`src/rtl/vdp_cmd_engine_if.sv`:
```
// rtl/vdp_cmd_engine_if.sv - CPU register-write bus into the VDP command engine
interface vdp_cmd_engine_if;
    logic       WR_VALID;
    logic [2:0] WR_REG;
    logic [7:0] WR_DATA;
    logic       WR_READY;

    modport master (output WR_VALID, WR_REG, WR_DATA, input WR_READY);
    modport slave  (input WR_VALID, WR_REG, WR_DATA, output WR_READY);
endinterface

```
`src/rtl/vdp_cmd_engine.sv`:
```
// rtl/vdp_cmd_engine.sv - VDP command FIFO and VRAM access engine
// Define VDP_READBACK_EN to enable the READ register (VRAM read-back).
module vdp_cmd_engine #(
    parameter int ADDR_W    = 14,
    parameter int FIFO_AW   = 4,
    parameter int VRAM_SIZE = 'h2000,
    parameter int H_CHARS   = 80
) (
    input  logic                CLK,
    input  logic                RESET_N,
    vdp_cmd_engine_if.slave     wr,
    input  logic                BLANK,
    output logic                VRAM_WE,
    output logic [ADDR_W-1:0]   VRAM_ADDR,
    output logic [7:0]          VRAM_WDATA,
    input  logic [7:0]          VRAM_RDATA,
    output logic [1:0]          MODE,
    output logic [ADDR_W-1:0]   ADDR,
    output logic [FIFO_AW:0]    FIFO_COUNT,
    output logic                OVERFLOW,
    output logic [7:0]          RD_DATA,
    output logic                RD_VALID
);
    localparam int              DEPTH    = 1 << FIFO_AW;
    localparam logic [FIFO_AW:0] FULL_CNT = (FIFO_AW+1)'(DEPTH);
    localparam logic [ADDR_W:0]  VSIZE    = (ADDR_W+1)'(VRAM_SIZE);

    typedef enum logic [2:0] {
        IDLE,
        EXEC,
        WAIT_BLANK,
`ifdef VDP_READBACK_EN
        READ_WAIT,
`endif
        INC
    } state_t;

    state_t             state;
    logic [10:0]        mem [DEPTH];
    logic [FIFO_AW-1:0] wr_ptr, rd_ptr;
    logic [2:0]         cmd_reg;
    logic [7:0]         cmd_data;
    logic [4:0]         inc_code;
    logic               neg;
    logic               push, drop, pop, in_range, wr_go;
    logic [ADDR_W:0]    inc_v, a_ext;
    logic [ADDR_W-1:0]  a_next;

    function automatic logic [ADDR_W:0] inc_of(input logic [4:0] code);
        logic [ADDR_W:0] v;
        v = '0;
        if (code >= 5'd1 && code <= 5'd8) begin
            v = (ADDR_W+1)'(1) << (code - 5'd1);
        end else begin
            case (code)
                5'd9:    v = (ADDR_W+1)'(3);
                5'd10:   v = (ADDR_W+1)'(10);
                5'd11:   v = (ADDR_W+1)'(H_CHARS);
                5'd12:   v = (ADDR_W+1)'(2 * H_CHARS);
                5'd13:   v = (ADDR_W+1)'(3 * H_CHARS);
                default: v = '0;
            endcase
        end
        return v;
    endfunction

    assign wr.WR_READY = (FIFO_COUNT != FULL_CNT);
    assign push        = wr.WR_VALID && wr.WR_READY;
    assign drop        = wr.WR_VALID && !wr.WR_READY;
    assign pop         = (state == IDLE) && (FIFO_COUNT != '0);
    assign in_range    = {1'b0, ADDR} < VSIZE;

    // The write strobe follows the live BLANK so a write can never land outside blanking.
    assign wr_go      = (state == EXEC || state == WAIT_BLANK) && (cmd_reg == 3'd3) && BLANK;
    assign VRAM_WE    = wr_go && in_range;
    assign VRAM_ADDR  = ADDR;
    assign VRAM_WDATA = cmd_data;

    always_comb begin
        inc_v  = inc_of(inc_code);
        a_ext  = {1'b0, ADDR};
        a_next = ADDR;
        if (inc_v != '0) begin
            if (!neg)
                a_next = ADDR_W'((a_ext + inc_v) % VSIZE);
            else if (a_ext >= inc_v)
                a_next = ADDR_W'(a_ext - inc_v);
            else
                a_next = ADDR_W'(a_ext + VSIZE - inc_v);
        end
    end

    always_ff @(posedge CLK) begin
        if (push) mem[wr_ptr] <= {wr.WR_REG, wr.WR_DATA};
    end

    always_ff @(posedge CLK or negedge RESET_N) begin
        if (!RESET_N) begin
            state      <= IDLE;
            wr_ptr     <= '0;
            rd_ptr     <= '0;
            FIFO_COUNT <= '0;
            cmd_reg    <= '0;
            cmd_data   <= '0;
            MODE       <= 2'd1;
            inc_code   <= 5'd1;
            neg        <= 1'b0;
            ADDR       <= '0;
            OVERFLOW   <= 1'b0;
`ifdef VDP_READBACK_EN
            RD_DATA    <= '0;
            RD_VALID   <= 1'b0;
`endif
        end else begin
            if (push) wr_ptr <= wr_ptr + 1'b1;
            if (pop)  rd_ptr <= rd_ptr + 1'b1;
            FIFO_COUNT <= FIFO_COUNT + (FIFO_AW+1)'(push) - (FIFO_AW+1)'(pop);
`ifdef VDP_READBACK_EN
            RD_VALID <= 1'b0;
`endif
            case (state)
                IDLE: begin
                    if (pop) begin
                        {cmd_reg, cmd_data} <= mem[rd_ptr];
                        state <= EXEC;
                    end
                end
                EXEC, WAIT_BLANK: begin
                    state <= IDLE;
                    case (cmd_reg)
                        3'd0: begin
                            MODE     <= cmd_data[1:0];
                            inc_code <= cmd_data[6:2];
                            neg      <= cmd_data[7];
                        end
                        3'd1: ADDR[7:0]        <= cmd_data;
                        3'd2: ADDR[ADDR_W-1:8] <= cmd_data[ADDR_W-9:0];
                        3'd3: state <= BLANK ? INC : WAIT_BLANK;
                        3'd4: OVERFLOW <= 1'b0;
`ifdef VDP_READBACK_EN
                        3'd5: state <= BLANK ? READ_WAIT : WAIT_BLANK;
`endif
                        default: ;
                    endcase
                end
`ifdef VDP_READBACK_EN
                READ_WAIT: begin
                    RD_DATA  <= VRAM_RDATA;
                    RD_VALID <= 1'b1;
                    state    <= INC;
                end
`endif
                INC: begin
                    ADDR  <= a_next;
                    state <= IDLE;
                end
                default: state <= IDLE;
            endcase
            // A dropped push wins over a STATUS clear in the same cycle.
            if (drop) OVERFLOW <= 1'b1;
        end
    end

`ifndef VDP_READBACK_EN
    assign RD_DATA  = '0;
    assign RD_VALID = 1'b0;
    wire unused_rdata = ^VRAM_RDATA;
`endif
endmodule

```
`src/flat_wrapper.sv`:
```
// flat-port wrapper written by rule: the top's interface ports become plain ports
module vdp_cmd_engine_flat 
#(
    parameter int ADDR_W    = 14,
    parameter int FIFO_AW   = 4,
    parameter int VRAM_SIZE = 'h2000,
    parameter int H_CHARS   = 80
)
  (CLK, RESET_N, BLANK, VRAM_WE, VRAM_ADDR, VRAM_WDATA, VRAM_RDATA, MODE, ADDR, FIFO_COUNT, OVERFLOW, RD_DATA, RD_VALID, wr_WR_VALID, wr_WR_REG, wr_WR_DATA, wr_WR_READY);
  vdp_cmd_engine_if wr_i ();
  input  logic CLK;
  input  logic RESET_N;
  input  logic BLANK;
  output logic VRAM_WE;
  output logic [ADDR_W-1:0] VRAM_ADDR;
  output logic [7:0] VRAM_WDATA;
  input  logic [7:0] VRAM_RDATA;
  output logic [1:0] MODE;
  output logic [ADDR_W-1:0] ADDR;
  output logic [FIFO_AW:0] FIFO_COUNT;
  output logic OVERFLOW;
  output logic [7:0] RD_DATA;
  output logic RD_VALID;
  input wire logic [$bits(wr_i.WR_VALID)-1:0] wr_WR_VALID;
  input wire logic [$bits(wr_i.WR_REG)-1:0] wr_WR_REG;
  input wire logic [$bits(wr_i.WR_DATA)-1:0] wr_WR_DATA;
  output wire logic [$bits(wr_i.WR_READY)-1:0] wr_WR_READY;
  assign wr_i.WR_VALID = wr_WR_VALID;
  assign wr_i.WR_REG = wr_WR_REG;
  assign wr_i.WR_DATA = wr_WR_DATA;
  assign wr_WR_READY = wr_i.WR_READY;
  vdp_cmd_engine #(.ADDR_W(ADDR_W), .FIFO_AW(FIFO_AW), .VRAM_SIZE(VRAM_SIZE), .H_CHARS(H_CHARS)) u_core (.CLK(CLK), .RESET_N(RESET_N), .wr(wr_i), .BLANK(BLANK), .VRAM_WE(VRAM_WE), .VRAM_ADDR(VRAM_ADDR), .VRAM_WDATA(VRAM_WDATA), .VRAM_RDATA(VRAM_RDATA), .MODE(MODE), .ADDR(ADDR), .FIFO_COUNT(FIFO_COUNT), .OVERFLOW(OVERFLOW), .RD_DATA(RD_DATA), .RD_VALID(RD_VALID));
endmodule
```
`config.mk`:
```
export PLATFORM = sky130hd
export DESIGN_NAME = vdp_cmd_engine_flat
export DESIGN_NICKNAME = d
export VERILOG_FILES = /design/src/rtl/vdp_cmd_engine_if.sv /design/src/rtl/vdp_cmd_engine.sv /design/src/flat_wrapper.sv
export SDC_FILE = /design/constraint.sdc
export NUM_CORES = 1
export LEC_CHECK = 0
export ABC_AREA = 1
export BUFFER_PORTS_ARGS = -buffer_cell sky130_fd_sc_hd__buf_2
export CAP_MARGIN = 20
export CELL_PAD_IN_SITES_DETAIL_PLACEMENT = 0
export CELL_PAD_IN_SITES_GLOBAL_PLACEMENT = 1
export CORE_MARGIN = 3
export CORE_UTILIZATION = 42
export DETAILED_ROUTE_END_ITERATION = 16
export MAX_ROUTING_LAYER = met4
export PLACE_DENSITY_LB_ADDON = 0.15
export SYNTH_ARGS = -nofsm -noshare
export SYNTH_HDL_FRONTEND = slang
export SYNTH_SLANG_ARGS = --single-unit
```
`constraint.sdc`:
```
create_clock -name CLK -period 6.87 [get_ports CLK]
set_clock_uncertainty 0.2 [all_clocks]
set_input_delay 1.7175 -clock CLK [delete_from_list [all_inputs] [get_ports CLK]]
set_output_delay 1.7175 -clock CLK [all_outputs]
set_load 0.02 [all_outputs]
```
---- Word level (Yosys, flattened, before mapping) ----
Memory sizes are Yosys's and may differ from the RTL's. A register that Yosys moved wholly into a read port is not among the register bits.
Index checks and enable logic that the tools add are counted.
operators by class
  add/sub/neg operators ................... 9
  order comparisons ....................... 4
  equal/unequal tests ..................... 17
  shift-type cells ........................ 1
  mux-type cells .......................... 17
  reductions and logical operators ........ 23
operator list
  operator                count
  $mux 14                 3
  $pmux 8 s5              1
  $pmux 14 s2             1
  $sub 14x14->14          2
  $eq 5x4->1 const B      5
  $ge 14x15->1            1
  $mux 15                 1
  $reduce_bool 15->1      1
  $shl 1x5->15 const A    1
  $add 14x14->14 const B  1
  $lt 14x14->1 const B    1
  $add 13x13->13          1
  $eq 3x2->1 const B      4
  $add 4x1->4 const B     2
  $mux 8                  1
  $logic_and 1x1->1       7
  $eq 3x1->1 const B      2
  $logic_not 3->1         2
  $mux 1                  6
  $mux 3                  2
  $mux 6                  1
  $ne 2x1->1 const B      3
  $pmux 3 s2              1
  $reduce_and 2->1        3
  14 further kinds        18
storage, ports and cells
  register bits ........................... 39
  RAM bits ................................ 176
  output and inout bits ................... 55
  word-level logic and storage cells ...... 82
  memories kept ........................... 1
memories
  memory      depth  width  rd ports  clocked after Yosys merged registers in  write ports  line                  source
  u_core.mem  16     11     1         1                                        1            vdp_cmd_engine.sv:39  logic [10:0] mem [DEPTH];

---- Depth between registers and ports, before layout ----
Gate-level depths: netlist of run 1.
  depth in word-level cells ............... 8
  depth in mapped cells ................... 25

---- Worst setup path after synthesis of run 1 ----
Ideal clock, no wire load.
  kind .................................... in2out
  start ................................... input port BLANK
  end ..................................... output port VRAM_WE
  arrival time ............................ 2039 ps
  data required time ...................... 4952 ps
  setup slack ............................. 2913 ps
  cell stages on the path ................. 2
  buffers on the path ..................... 0
  cell sequence ........................... nand2_1 -> nor2_1
between the ends
  longest elaborated chain between the ends .. 2
RTL lines
  what                line                  source
  start: declaration  flat_wrapper.sv:13    input logic BLANK;
  $logic_and 1x1->1   vdp_cmd_engine.sv:74  assign wr_go = (state == EXEC || state == WAIT_BLANK) && (cmd_reg == 3'd3) && BLANK;
  $logic_and 1x1->1   vdp_cmd_engine.sv:75  assign VRAM_WE = wr_go && in_range;
  end: declaration    flat_wrapper.sv:14    output logic VRAM_WE;
No other way between the ends.

---- Worst setup path in the final report of run 1 ----
Ends and elaborated chain as after synthesis.

==> metrics.md, run 1 <==
| Metric | Value |
|---|---|
| Number of buffers on the longest clock path | 3 |
| Synth Flop Type | edfxtp_1 |
| Max-slew headroom | between 30% and 40% |
| DR iter-0 viols | around 550 |
| Asr flop ratio synth | a little over a fifth |
| Hold Path Stages | 1 |
| Hold_buf cts | 0 |
| Tmin final | 4.01 ns |
| Total iterations of the first detailed-routing run | 5 |
| DPL Wire Length | between 20000 and 25000 um |
| VDD IR-drop max | around 0.23 mV |
| Gpl congestion | ~0.83 |
| Gate Count Post-Synth | roughly 1300 |
| Worst-path fanout max | 2 |
| Lkg Pwr | ~5.6 nW |
| WL final | approximately 32000 um |
| Largest register FFs | 176 |
| Total chip power | just over 7 mW |
| FMAX | ~250 MHz |
| Post-synthesis cell type count | about 50 |
| Vias | 8942 |
| Utilization after layout | between 40% and 50% |
| Gr usage total | around a fifth |
| Worst Tran Pin Value | roughly 1.0 ns |
| Yosys warns | 0 |
| Largest Register | u_core.mem |
| IO Pins | 78 |
| Post-DR wirelength/cell | about 18 um |
| Unrepaired setup endpoints after global routing | no |
| Fin crit share | 58.4% |
| Antenna-violating nets left | 0 |
| Share of cells above drive strength 1 | a little over an eighth |
| CTS sink cnt | about 230 |
| Final setup vio count | 0 |
| Post-CTS Resized | 0 |
| H-tree Lvls | 1 |
| Die height | approximately 180 um |
| Setup TNS | 0 ns |
| CP Launch Type | primary input |
| Min Hold Slack | 0.295 ns |
| Cts bufs inserted | 24 |
| WP data required | slightly below 5 ns |
| Starting Density | a little over two fifths |
| Setup crit end kind | output port |
| GRT overflow | 0 |
| Worst path arrival time | 2.10 ns |
| HP Class | reg -> reg |
| Die X | approximately 180 um |
| Crit path kind | in -> out |
| Largest net degree at the start of global routing | 90 |
| Setup bufs post-CTS | 0 |
| Final Slew Violations | 0 |
| Hold Violations, Final | 0 |
| Status | finished clean |
| Core area | about 29000 um2 |
| Seq cells post-synth | ~230 |
| Part of the Yosys area used for sequential elements | a little over half |
| Total die area | between 30000 and 40000 um2 |
| Most common cell after layout, fill and taps aside | nand2_1 |
| Clock transition at the registers of the reported paths | 0.07 ns |
| Rows | 62 |
| Post-placement cell count | around 1700 |
| Pwr/cell area | roughly 520 nW/um2 |
| CTS tree | built |
| Post-synth EDFFs | 176 |
| Vias in the first global route | between 8000 and 9000 |
| Synth Cell Area | 12300 um2 |
| Detailed-route DRC error count | 0 |
| Clk_lat worst skew | 0.51 ns |
| Commonest non-fill, non-tap cells in the layout | 183 x nand2_1, 179 x nor2_1, 176 x edfxtp_1 |
| Final net count | ~1400 |
| Worst R2R Path Depth | 20 |
| Synthesized area per cell | between 9 and 10 um2 |
| First-pass GRT wire length | ~49000 um |
| Max Cap Viol | 0 |
| Initial antenna violation count | 0 |
| Root buf cell | clkbuf_16 |
| Finished Layout Cells | between 1500 and 2000 |
| Ant diodes | 0 |
| Layout area overhead | 12.1% |
| Vias/cell | about 5.2 |
| IO Port Bufs | 60 |
==> report_power, final <==
part	switching (mW)	leakage, nW	internal (mW)
logic	2.60	3.04	1.27
clock network	0.517	0.390	0.800
registers	0.297	2.15	1.73
==> cells in the mapped netlist (8+ instances only) <==
cell | n | area [um2]
nand4_1 | 18 | 113
nand2_2 | 10 | 62.6
inv_2 | 9 | 33.8
fa_1 | 15 | 300
o221ai_1 | 31 | 272
xor2_1 | 23 | 201
buf_4 | 24 | 180
nand3_1 | 78 | 390
dfrtp_1 | 47 | 1180
ha_1 | 58 | 726
edfxtp_1 | 176 | 5290
a31oi_1 | 13 | 81.3
clkbuf_1 | 35 | 131
o21ai_0 | 114 | 571
inv_1 | 117 | 439
o211ai_1 | 17 | 128
nand2_1 | 183 | 687
nor2_1 | 179 | 672
o22ai_1 | 15 | 93.8
a21oi_2 | 8 | 70.1
a21oi_1 | 26 | 130
==> critical path: stages <==
cell and delay [ns]:
buf_2 0.09, nand2_1 0.05, nor2_1 0.07, buf_2 0.16
==> path summary, 6_finish.rpt <==
kind	to	startpoint	slack, ns
max in group asynchronous	u_core.rd_ptr[0]$_DFFE_PN0P_	RESET_N	4.87
min reg2reg	u_core.OVERFLOW$_DFFE_PN0P_	u_core.OVERFLOW$_DFFE_PN0P_	0.29
max	VRAM_WE	BLANK	2.86
min	u_core.OVERFLOW$_DFFE_PN0P_	u_core.OVERFLOW$_DFFE_PN0P_	0.29
max reg2reg	u_core.ADDR[7]$_DFFE_PN0P_	u_core.inc_code[1]$_DFFE_PN0P_	2.96
min in group asynchronous	u_core.wr_ptr[3]$_DFFE_PN0P_	RESET_N	1.12
==> metal layers <==
metal | vias to the layer above | wire [um] | GRT usage [%]
met5 | - | 0 | -
met4 | 0 | 947 | 6.51
met3 | 51 | 1200 | 2.16
met2 | 189 | 16400 | 37.3
met1 | 4272 | 13400 | 25.5
li1 | 4430 | - | -
==> final cells by class <==
class                           count  area, um2
Sequential cell                   225       6520
Multi-Input combinational cell    864       5030
Fill cell                        2809      15000
Clock inverter                     13        150
Inverter                          134        514
Tap cell                          384        480
Timing Repair Buffer               81        464
Clock buffer                       31        668
==> kinds of logic after synthesis <==
kind of cell / count (synthesis) / synth area share (%)
AOI/OAI and AO/OA: 238 / 11.8
xor gates and xnor gates: 25 / 1.78
adders and majority gates: 73 / 8.32
buffers and inverters: 202 / 7.15
DFF: 225 / 52.8
muxes: 1 / 0.0913
other: 2 / 0.0609
and+or+nand+nor: 499 / 18.0
==> stage by stage <==
step	instance area, um2	setup WS (ns)
finish	13800	2.86
global route	13800	2.51
CTS	13800	2.85
detailed placement	13000	2.85
global placement	13000	2.85
floorplan	12400	2.91
Power figures use the tool's default switching activity.
==> run 2: changes to the inputs <==
==> constraint.sdc (replaced) <==
create_clock -name CLK -period 4.2 [get_ports CLK]
set_clock_uncertainty 0.2 [all_clocks]
set_input_delay 1.05 -clock CLK [delete_from_list [all_inputs] [get_ports CLK]]
set_output_delay 1.05 -clock CLK [all_outputs]
set_load 0.02 [all_outputs]
==> run 2 against run 1 <==
Critical endpoint is now u_core.ADDR[7]$_DFFE_PN0P_. Critical path depth is 16 higher. Largest power group unchanged. Cell count is 0.29% higher. Combinational power is 65% higher. Clock power is 55% higher. Wire length is 1.6% lower.
==> metrics.md, run 2 (synthesized netlist as in run 1, its figures left out) <==
| Metric | Value |
|---|---|
| HP Class | reg -> reg |
| Starting Density | 42.7% (unchanged) |
| Vias in the first global route | 8720 (+0.87%) |
| Total iterations of the first detailed-routing run | 5 (unchanged) |
| Worst path arrival time | 3.93 ns (+1.83 ns) |
| Worst path buffer plus inverter count | 2 (unchanged) |
| GR met2 Demand/Resource | 38.1% (+0.74 points) |
| VDD IR-drop max | 0.438 mV (+88%) |
| Gr usage total | 20.8% (-0.27 points) |
| Clk_lat worst skew | 0.51 ns (about the same) |
| Core area | 28900 um2 (unchanged) |
| Setup TNS | 0 ns (unchanged) |
| Placed cell area | 13100 um2 (+0.50%) |
| CTS tree | built |
| Max incr delay on CP | 0.47 ns (+0.31 ns) |
| Pwr/cell area | 847 nW/um2 (+62%) |
| Largest net degree at the start of global routing | 91 (+1.1%) |
| Reg2reg start | u_core.inc_code[1]$_DFFE_PN0P_ |
| GR peak layer | met2 |
| Rows | 62 (unchanged) |
| Final net count | 1431 (+0.35%) |
| IO Pins | 78 (unchanged) |
| Status | finished clean |
| WL final | 31500 um (-1.6%) |
| Initial antenna violation count | 0 (unchanged) |
| Hold_buf cts | 0 (unchanged) |
| Design area | 13800 um2 (unchanged) |
| CP Launch Type | flip-flop |
| Finished Layout Cells | 1737 (+0.29%) |
| Ant diodes | 0 (unchanged) |
| First-pass GRT wire length | 49000 um (-0.80%) |
| Worst Tran Pin Value | 1.09 ns (+0.0675 ns) |
| DR iter-0 viols | 520 (-6.0%) |
| H-tree Lvls | 1 (unchanged) |
| Worst R2R Path Depth | 20 (unchanged) |
| Post-placement cell count | 1693 (+0.42%) |
| Gpl congestion | 0.833 (+0.30%) |
| CP max-delay cell | fa_1 |
| Worst-path fanout max | 6 (+4) |
| Critical-path cell list | nor2_1 > inv_1 > nand4_1 > nor2_1 > a21oi_1 > o21ai_0 > ha_1 > inv_1 > ha_1 > fa_1 > nand3_1 > nand3_1 > nand2_1 > nand2_1 > xor2_1 > nand2_1 > nand3_1 > nand2_1 > nand3_2 > o21ai_2 |
| Share of cells above drive strength 1 | 13.3% (-0.12 points) |
| Max-slew headroom | 27.1% (-4.3 points) |
| Die height | 177 um (unchanged) |
| Post-CTS Resized | 0 (unchanged) |
| IO Port Bufs | 60 (unchanged) |
| Total chip power | 11.7 mW (+62%) |
| Worst R2R Setup Slack | 0.46 ns (-2.50 ns) |
| DPL Wire Length | 22100 um (-0.11%) |
| Post-DR wirelength/cell | 18.1 um (-1.9%) |
| Hold Path Stages | 1 (unchanged) |
| Lkg Pwr | 5.60 nW (+0.33%) |
| Layout area overhead | 12.1% (unchanged) |
| Hold_sp | u_core.OVERFLOW$_DFFE_PN0P_ |
| Final Slew Violations | 0 (unchanged) |
| Max Cap Viol | 0 (unchanged) |
| CTS sink cnt | 225 (unchanged) |
| Most used cell, CP | nand2_1 |
| Vias | 8922 (-0.22%) |
| Largest Register | u_core.mem |
| Worst R2R End | u_core.ADDR[7]$_DFFE_PN0P_ |
| Antenna-violating nets left | 0 (unchanged) |
| Clock transition at the registers of the reported paths | 0.06 ns (about the same) |
| Fin crit share | roughly 89% |
| Crit path kind | reg -> reg |
| Root buf cell | clkbuf_16 |
| Grt met1 use | 24.9% (-0.58 points) |
| Commonest non-fill, non-tap cells in the layout | 183 x nand2_1, 179 x nor2_1, 176 x edfxtp_1 |
| Detailed-route DRC error count | 0 (unchanged) |
| Largest register FFs | 176 (unchanged) |
| CP top delay family | simple AND/OR/NAND/NOR gates |
| Number of buffers on the longest clock path | 3 (unchanged) |
| Hold Violations, Final | 0 (unchanged) |
| Setup bufs post-CTS | 0 (unchanged) |
| Cts bufs inserted | 24 (unchanged) |
| Total die area | 31500 um2 (unchanged) |
| Final setup vio count | 0 (unchanged) |
| Unrepaired setup endpoints after global routing | no |
| WP data required | 4.39 ns (-0.56 ns) |
| Fillcell total | 2788 (-0.75%) |
| Worst Hold Endpoint | u_core.OVERFLOW$_DFFE_PN0P_ |
| Setup crit end kind | flip-flop |
| Vias/cell | 5.14 (-0.51%) |
| FMAX | about 270 MHz |
| Met3 Usage GRT | 1.99% (-0.17 points) |
| Most common cell after layout, fill and taps aside | nand2_1 |
| Tmin final | approximately 3.7 ns |
| Die X | 177 um (unchanged) |
| GRT overflow | 0 (unchanged) |
-- run 2: cell types whose count changed in the layout (fill, tap and decap cells not counted), sizes merged --
cell      previous run  this run
clkinv              10        13
buf                 80        86
bufinv               3         2
inv                129       130
clkinvlp             5         0
clkbuf              32        33
-- run 2: per-layer routing --
| metal | share of wire, % | up-vias |
|---|---|---|
| li1 | - | 4438 |
| met1 | 42 | 4289 |
| met2 | 53 | 158 |
| met3 | 3.2 | 37 |
| met4 | 1.8 | 0 |
| met5 | 0 | - |
-- run 2: final cells by class --
type / count / area (um2) / share of cell area [%]
timing repair buffer: 86 / 508 / 3.67
multi-input combinational: 864 / 5030 / 36.4
inverter: 134 / 514 / 3.72
clock inverter: 11 / 109 / 0.787
clock buffer: 33 / 666 / 4.81
sequential: 225 / 6520 / 47.1
tap: 384 / 480 / 3.47
-- run 2: worst max-delay path by stage --
stage,end,cells past startpoint,startpoint
detailed placement,u_core.ADDR[7]$_DFFE_PN0P_,20,u_core.inc_code[1]$_DFFE_PN0P_
CTS,u_core.ADDR[7]$_DFFE_PN0P_,20,u_core.inc_code[1]$_DFFE_PN0P_
global route,u_core.ADDR[13]$_DFFE_PN0P_,20,u_core.inc_code[1]$_DFFE_PN0P_
floorplan,u_core.ADDR[7]$_DFFE_PN0P_,20,u_core.inc_code[1]$_DFFE_PN0P_
global placement,u_core.ADDR[7]$_DFFE_PN0P_,20,u_core.inc_code[1]$_DFFE_PN0P_
finish,u_core.ADDR[7]$_DFFE_PN0P_,20,u_core.inc_code[1]$_DFFE_PN0P_
-- run 2: per-stage QoR --
stage | setup WS, ns | utilization (%) | hold WS [ns]
after floorplan | 0.896 | - | 0.299
final | 0.462 | 47.9 | 0.293
after CTS | 0.472 | 47.9 | 0.296
after global placement | 0.498 | 45.2 | 0.275
after global routing | 0.172 | 47.9 | 0.332
after detailed placement | 0.494 | 45.2 | 0.282
-- run 2: power by group --
group	internal (mW)	switching, mW
sequential	2.83	0.466
combinational	2.12	4.25
clock	1.23	0.819
total	6.18	5.54
